File: config.mk
export PLATFORM = sky130hd
export DESIGN_NAME = bus_memtest
export DESIGN_NICKNAME = d
export VERILOG_FILES = /design/src/rtl/bus_memtest_pkg.sv /design/src/rtl/bus_memtest.sv
export SDC_FILE = /design/constraint.sdc
export NUM_CORES = 1
export LEC_CHECK = 0
export CAP_MARGIN = 40
export CORE_UTILIZATION = 40
export DETAILED_ROUTE_END_ITERATION = 6
export HOLD_SLACK_MARGIN = 0.05
export PLACE_DENSITY = 0.7
export SKIP_CTS_REPAIR_TIMING = 1
export SYNTH_ARGS = -nofsm -noshare
export SYNTH_HDL_FRONTEND = slang
export SYNTH_SLANG_ARGS = --single-unit
File: constraint.sdc
create_clock -name clk_i -period 2.7 [get_ports clk_i]
set_input_delay 0.27 -clock clk_i [delete_from_list [all_inputs] [get_ports clk_i]]
set_output_delay 0.27 -clock clk_i [all_outputs]
set_load 0.1 [all_outputs]
File: src/rtl/bus_memtest_pkg.sv
// Shared types and constants for the bus memory self-test initiator.
package bus_memtest_pkg;

    localparam int         BUS_AW  = 32;
    localparam int         BUS_DW  = 32;
    localparam logic [3:0] BE_FULL = 4'hF;

    typedef enum logic [2:0] {
        IDLE,
        WR_REQ,
        RD_REQ,
        RD_WAIT,
        DONE
    } state_e;

    // Byte address of word idx; the 32-bit add wraps by design.
    function automatic logic [BUS_AW-1:0] word_addr(input logic [BUS_AW-1:0] base,
                                                    input logic [BUS_AW-1:0] idx);
        return base + (idx << 2);
    endfunction

endpackage

File: src/rtl/bus_memtest.sv
// Memory self-test bus initiator: writes seed^index to 2**WORDS_POW words,
// reads them back, and reports error count, first failing address and timeout.
module bus_memtest
    import bus_memtest_pkg::*;
#(
    parameter int WORDS_POW    = 10,
    parameter int RESP_TIMEOUT = 1024
) (
    input  logic                  clk_i,
    input  logic                  rst_i,
    input  logic                  start_i,
    input  logic [BUS_AW-1:0]     base_addr_bi,
    input  logic [BUS_DW-1:0]     seed_bi,
    output logic                  busy_o,
    output logic                  done_o,
    output logic                  pass_o,
    output logic                  timeout_o,
    output logic [WORDS_POW:0]    err_cnt_o,
    output logic [BUS_AW-1:0]     first_err_addr_o,
    output logic                  bus_req_o,
    output logic                  bus_we_o,
    output logic [BUS_AW-1:0]     bus_addr_bo,
    output logic [3:0]            bus_be_bo,
    output logic [BUS_DW-1:0]     bus_wdata_bo,
    input  logic                  bus_ack_i,
    input  logic                  bus_resp_i,
    input  logic [BUS_DW-1:0]     bus_rdata_bi
);

    localparam int                  CW       = $clog2(RESP_TIMEOUT + 1);
    localparam logic [WORDS_POW-1:0] LAST_IDX = '1;
    localparam logic [CW-1:0]        TMO_LAST = CW'(RESP_TIMEOUT - 1);

    state_e                 state_q, state_d;
    logic [WORDS_POW-1:0]   idx_q, idx_d;
    logic [BUS_AW-1:0]      base_q, base_d;
    logic [BUS_DW-1:0]      seed_q, seed_d;
    logic [CW-1:0]          tmo_q, tmo_d;
    logic [WORDS_POW:0]     err_cnt_q, err_cnt_d;
    logic [BUS_AW-1:0]      first_err_q, first_err_d;
    logic                   pass_q, pass_d;
    logic                   timeout_q, timeout_d;

    logic [BUS_AW-1:0]      cur_addr;
    logic [BUS_DW-1:0]      cur_pattern;

    assign cur_addr    = word_addr(base_q, BUS_AW'(idx_q));
    assign cur_pattern = seed_q ^ BUS_DW'(idx_q);

    always_comb begin
        // NOTE: every _d gets its hold value first so no path leaves it unassigned (no latches).
        state_d     = state_q;
        idx_d       = idx_q;
        base_d      = base_q;
        seed_d      = seed_q;
        tmo_d       = tmo_q;
        err_cnt_d   = err_cnt_q;
        first_err_d = first_err_q;
        pass_d      = pass_q;
        timeout_d   = timeout_q;

        case (state_q)
            IDLE: begin
                if (start_i) begin
                    state_d     = WR_REQ;
                    idx_d       = '0;
                    base_d      = base_addr_bi & ~BUS_AW'(3);
                    seed_d      = seed_bi;
                    err_cnt_d   = '0;
                    first_err_d = '0;
                    pass_d      = 1'b0;
                    timeout_d   = 1'b0;
                end
            end
            WR_REQ: begin
                if (bus_ack_i) begin
                    if (idx_q == LAST_IDX) begin
                        idx_d   = '0;
                        state_d = RD_REQ;
                    end else begin
                        idx_d = idx_q + WORDS_POW'(1);
                    end
                end
            end
            RD_REQ: begin
                if (bus_ack_i) begin
                    state_d = RD_WAIT;
                    tmo_d   = '0;
                end
            end
            RD_WAIT: begin
                if (bus_resp_i) begin
                    if (bus_rdata_bi != cur_pattern) begin
                        err_cnt_d = err_cnt_q + (WORDS_POW+1)'(1);
                        if (err_cnt_q == '0) first_err_d = cur_addr;
                    end
                    if (idx_q == LAST_IDX) begin
                        state_d = DONE;
                    end else begin
                        idx_d   = idx_q + WORDS_POW'(1);
                        state_d = RD_REQ;
                    end
                end else if (tmo_q == TMO_LAST) begin
                    timeout_d = 1'b1;
                    if (err_cnt_q == '0) first_err_d = cur_addr;
                    state_d = DONE;
                end else begin
                    tmo_d = tmo_q + CW'(1);
                end
            end
            DONE: begin
                state_d = IDLE;
            end
            default: begin
                state_d = IDLE;
            end
        endcase

        // Verdict is latched on entry to DONE so it is valid alongside done_o.
        if (state_d == DONE && state_q != DONE) begin
            pass_d = (err_cnt_d == '0) && !timeout_d;
        end
    end

    always_ff @(posedge clk_i) begin
        // NOTE: state registers use non-blocking assignments so all flops update together.
        if (rst_i) begin
            state_q     <= IDLE;
            idx_q       <= '0;
            base_q      <= '0;
            seed_q      <= '0;
            tmo_q       <= '0;
            err_cnt_q   <= '0;
            first_err_q <= '0;
            pass_q      <= 1'b0;
            timeout_q   <= 1'b0;
        end else begin
            state_q     <= state_d;
            idx_q       <= idx_d;
            base_q      <= base_d;
            seed_q      <= seed_d;
            tmo_q       <= tmo_d;
            err_cnt_q   <= err_cnt_d;
            first_err_q <= first_err_d;
            pass_q      <= pass_d;
            timeout_q   <= timeout_d;
        end
    end

    // All outputs decode flops only; address and data are stable while a request stalls.
    assign busy_o           = (state_q != IDLE);
    assign done_o           = (state_q == DONE);
    assign pass_o           = pass_q;
    assign timeout_o        = timeout_q;
    assign err_cnt_o        = err_cnt_q;
    assign first_err_addr_o = first_err_q;
    assign bus_req_o        = (state_q == WR_REQ) || (state_q == RD_REQ);
    assign bus_we_o         = (state_q == WR_REQ);
    assign bus_addr_bo      = cur_addr;
    assign bus_be_bo        = BE_FULL;
    assign bus_wdata_bo     = cur_pattern;

endmodule

==> impl_metrics.tcl, run 1 <==
set metrics [dict create \
    cts_tree "yes" \
    synth.area.mux_share_pct 0.4274 \
    synth.yosys.warnings 0 \
    routed_wl_um 22270 \
    hold_viol_final 0 \
    core_mm2 0.01724 \
    synth-compound-area-share_pct 15.88 \
    number_of_nets_in_the_final_layout 1224 \
    synth_top_family_by_area "simple AND/OR/NAND/NOR gates" \
    tightestPinTransition_ps 770.4 \
    yosysSeqAreaShare_pct 36.75 \
    avgRoutedWirePerCell_um 16.54 \
    num_rows 48 \
    route.detailed.vias_per_inst 5.206 \
    synth_ff_type "sky130_fd_sc_hd__dfxtp_1" \
    detailroute.wirelength.met2_um 10850 \
    initial_utilization_pct 40.77 \
    netlist.top_cell.by_area "sky130_fd_sc_hd__dfxtp_1" \
    drt_pre_antenna_iters 4 \
    finalCriticalPeriod_ps 3077 \
    grt_first_pass_wirelength_um 34640 \
    slew_viol_final 0 \
    worst_r2r_endpoint "pass_o" \
    regToRegSetupSlack_ps 60 \
    power.density_cell_area_mw_per_mm2 537.0 \
    ys_top_cells_by_area "sky130_fd_sc_hd__dfxtp_1 (37%), sky130_fd_sc_hd__nand2_1 (9.9%), sky130_fd_sc_hd__a21oi_1 (8.0%), sky130_fd_sc_hd__xor2_1 (4.7%), sky130_fd_sc_hd__xnor2_1 (4.1%)" \
    synth-simple-area-share_pct 26.37 \
    r2r_cells 10 \
    post-dp-hpwl_um 16040 \
    endpoint "bus_addr_bo[24]" \
    clock_insertion_delay_worst_skew_ps 430 \
    synth_adder_area_share_pct 2.778 \
    post_layout_nonfiller_instances 1347 \
    rsz0062_at_grt "true" \
    startpoint_type "register" \
    grt_max_degree 69 \
    finish.instance_area_mm2 0.01069 \
    critPathLaunch "idx_q[0]" \
    worst_setup_path_end_kind "output port" \
    min_period_over_period_pct 114.0 \
    route.detailed.drc 0 \
    arrival_ps 2810 \
    die_h_um 134.5 \
    post-place-ws_ps 10.21 \
    met1_length_um 9889 \
    drtAntennaViolNets 0 \
    cell_count_after_synthesis 901 \
    synth-seq-cells 129 \
    hp-class "primary input to register" \
    drive_above_1_share_pct 24.17 \
    globalRouteTotalUtil_pct 24.71 \
    antenna_found_initial 1 \
    fraction_of_synthesis_flops_using_an_asynchronous_set_or_reset_pin_pct 0 \
    cap_violations 0 \
    worst_path_fanout_max 7 \
    gp_congestion 0.9092 \
    synthesis.area_mm2 0.007027 \
    cts.reportedPaths.clkPinSlew_ps 60 \
    global_route.overflow_total 0 \
    maximum_clock_skew_at_final_layout_ps 8.422 \
    syn_avg_cell_area_um2 7.799 \
    slew_headroom_pct 48.64 \
    core_occupancy_in_the_finished_layout_pct 61.99 \
    total_leakage_power_nw 4.348 \
    hold_ws_ps 68.13 \
    status "finished, violations left" \
    synth_xor_xnor_area_share_pct 10.77 \
    floorplan.die_area_mm2 0.01810 \
    dpl-instance-area_mm2 0.009828 \
    cts.htree.levels 4 \
    ys_types 65 \
    timing.final.ws_setup_ps -376.8 \
    max-clock-path-buffers 2 \
    first_global_vias 6551 \
    nFillCells 1551 \
    fmax_mhz 325.0 \
    top_signal_layer_used "met4" \
    number_of_synthesized_flops_with_an_enable_pin 0 \
    library_cell_used_as_clock_root_buffer "sky130_fd_sc_hd__clkbuf_16" \
    final-setup-viol-count 22 \
    dp_cells 1303 \
    portBuffers 207 \
    irDropWorstVdd_mv 0.4444 \
    detail_route.iter0.violations 407 \
    via_count 7012 \
    die_width_um 134.5 \
    area_growth_pct 52.06 \
    worstPathRequired_ps 2430 \
    clock_sinks 129 \
    cts_made_buffers 17 \
    worst_r2r_startpoint "idx_q[0]" \
    timing_worst_setup_path_type "register to output port" \
    route.met3.wl_um 1040 \
    netlist.area_leader.share_pct 36.75 \
    failed_checks "setup timing" \
    boundaryPins 218 \
]
## cells by family (layout without fill, tap and decap cells)
family | Yosys count | in the layout
DFF | 129 | 129
adders and majority gates | 15 | 15
muxes | 3 | 3
xor gates and xnor gates | 77 | 77
buffers and inverters | 94 | 307
other | 2 | 9
and+or+nand+nor | 394 | 394
AOI/OAI and AO/OA | 187 | 188
## registers in the layout, indices dropped and copies added (netlist names)
name              count
pass_o                1
err_cnt_o            11
base_q               30
seed_q               32
idx_q                10
state_q               3
tmo_q                11
timeout_o             1
first_err_addr_o     30
## layer usage
metal | up-vias | global-route usage, %
li1 | 3474 | -
met1 | 3305 | 32.56
met2 | 200 | 39.98
met3 | 33 | 5.218
met4 | 0 | 8.677
met5 | - | 0
## how the worst min path moves through the flow
stage / start / slack, ps / end / cells past startpoint
after detailed placement: first_err_addr_o[10] / 450 / first_err_addr_o[10] / 2
after global routing: rst_i / 60 / seed_q[18] / 2
final: rst_i / 70 / seed_q[22] / 2
after CTS: rst_i / 50 / seed_q[17] / 2
after global placement: first_err_addr_o[3] / 440 / first_err_addr_o[3] / 2
after floorplan: base_addr_bi[10] / 410 / base_q[10] / 2
## report_power, final
| part | switching, W | total, W | internal (W) | leakage (nW) |
|---|---|---|---|---|
| Sequential | 0.0000706 | 0.00204 | 0.00196 | 1.05 |
| Clock | 0.000875 | 0.00242 | 0.00155 | 0.301 |
| Combinational | 0.000842 | 0.00128 | 0.000440 | 2.99 |
| Total | 0.00179 | 0.00574 | 0.00395 | 4.35 |
## Yosys cell counts (5+ instances only)
library cell and n:
sky130_fd_sc_hd__inv_1 11, sky130_fd_sc_hd__nor3_1 16, sky130_fd_sc_hd__nand2_1 185, sky130_fd_sc_hd__o21ai_0 15, sky130_fd_sc_hd__a21oi_1 113, sky130_fd_sc_hd__a211oi_1 5, sky130_fd_sc_hd__or2_1 10, sky130_fd_sc_hd__and2_1 5
sky130_fd_sc_hd__nor2_1 57, sky130_fd_sc_hd__dfxtp_1 129, sky130_fd_sc_hd__xnor3_1 6, sky130_fd_sc_hd__and3_1 13, sky130_fd_sc_hd__clkbuf_1 43, sky130_fd_sc_hd__xor2_1 38, sky130_fd_sc_hd__nand3_1 49, sky130_fd_sc_hd__buf_4 30
sky130_fd_sc_hd__nand4_1 21, sky130_fd_sc_hd__nor4_1 6, sky130_fd_sc_hd__xnor2_1 33, sky130_fd_sc_hd__o31a_1 5, sky130_fd_sc_hd__a31oi_1 10, sky130_fd_sc_hd__a21o_1 5, sky130_fd_sc_hd__o21a_1 5, sky130_fd_sc_hd__nand2b_1 8
sky130_fd_sc_hd__ha_1 14
## placed cells by master (no fill, tap or decap), types with 11 or more instances in the layout
cell                              synthesis  routed
sky130_fd_sc_hd__a21oi_1                113     110
sky130_fd_sc_hd__and3_1                  13      13
sky130_fd_sc_hd__buf_12                   0      27
sky130_fd_sc_hd__buf_4                   30     135
sky130_fd_sc_hd__clkbuf_16                0      17
sky130_fd_sc_hd__clkdlybuf4s50_1          0      97
sky130_fd_sc_hd__dfxtp_1                129     123
sky130_fd_sc_hd__inv_1                   11      11
sky130_fd_sc_hd__nand2_1                185     185
sky130_fd_sc_hd__nand3_1                 49      49
sky130_fd_sc_hd__nand4_1                 21      21
sky130_fd_sc_hd__nor2_1                  57      56
sky130_fd_sc_hd__nor3_1                  16      11
sky130_fd_sc_hd__o21ai_0                 15      15
sky130_fd_sc_hd__xnor2_1                 33      25
sky130_fd_sc_hd__xor2_1                  38      23
sky130_fd_sc_hd__xor2_4                   0      13
## area by class of cell
type                            count  area (um2)  share of cell area, %
Timing Repair Buffer              262        2559                  23.95
Clock buffer                       19       432.9                  4.052
Sequential cell                   129        2592                  24.26
Inverter                           13       48.80                 0.4567
Tap cell                          225       281.5                  2.635
Multi-Input combinational cell    685        4582                  42.88
Antenna cell                        1       2.502                0.02342
Clock inverter                     13       186.4                  1.745
## per-stage QoR
step / TNS [ps] / total power (W)
final: -5108 / 0.005738
after CTS: -8201 / 0.005765
after floorplan: -372.7 / 0.002954
after detailed placement: 0 / 0.003343
after global placement: 0 / 0.003333
after global routing: -7422 / 0.005923
## critical path: stages, from the launching register on
cell and delay (ps):
sky130_fd_sc_hd__dfxtp_4 350, sky130_fd_sc_hd__ha_4 160, sky130_fd_sc_hd__fa_2 340, sky130_fd_sc_hd__a21o_1 170, sky130_fd_sc_hd__a21oi_2 170, sky130_fd_sc_hd__o21ai_2 90, sky130_fd_sc_hd__a31oi_4 230, sky130_fd_sc_hd__buf_4 160
sky130_fd_sc_hd__o211a_4 230, sky130_fd_sc_hd__o31a_1 180, sky130_fd_sc_hd__or2_4 140, sky130_fd_sc_hd__buf_12 160
(Power assumes the default switching activity.)
==> run 2: changes to the inputs <==
Settings changed: GPL_ROUTABILITY_DRIVEN set to 0.
==> results of run 2 <==
Same layout as run 1: the final DEF is identical, and so are final timing and power.
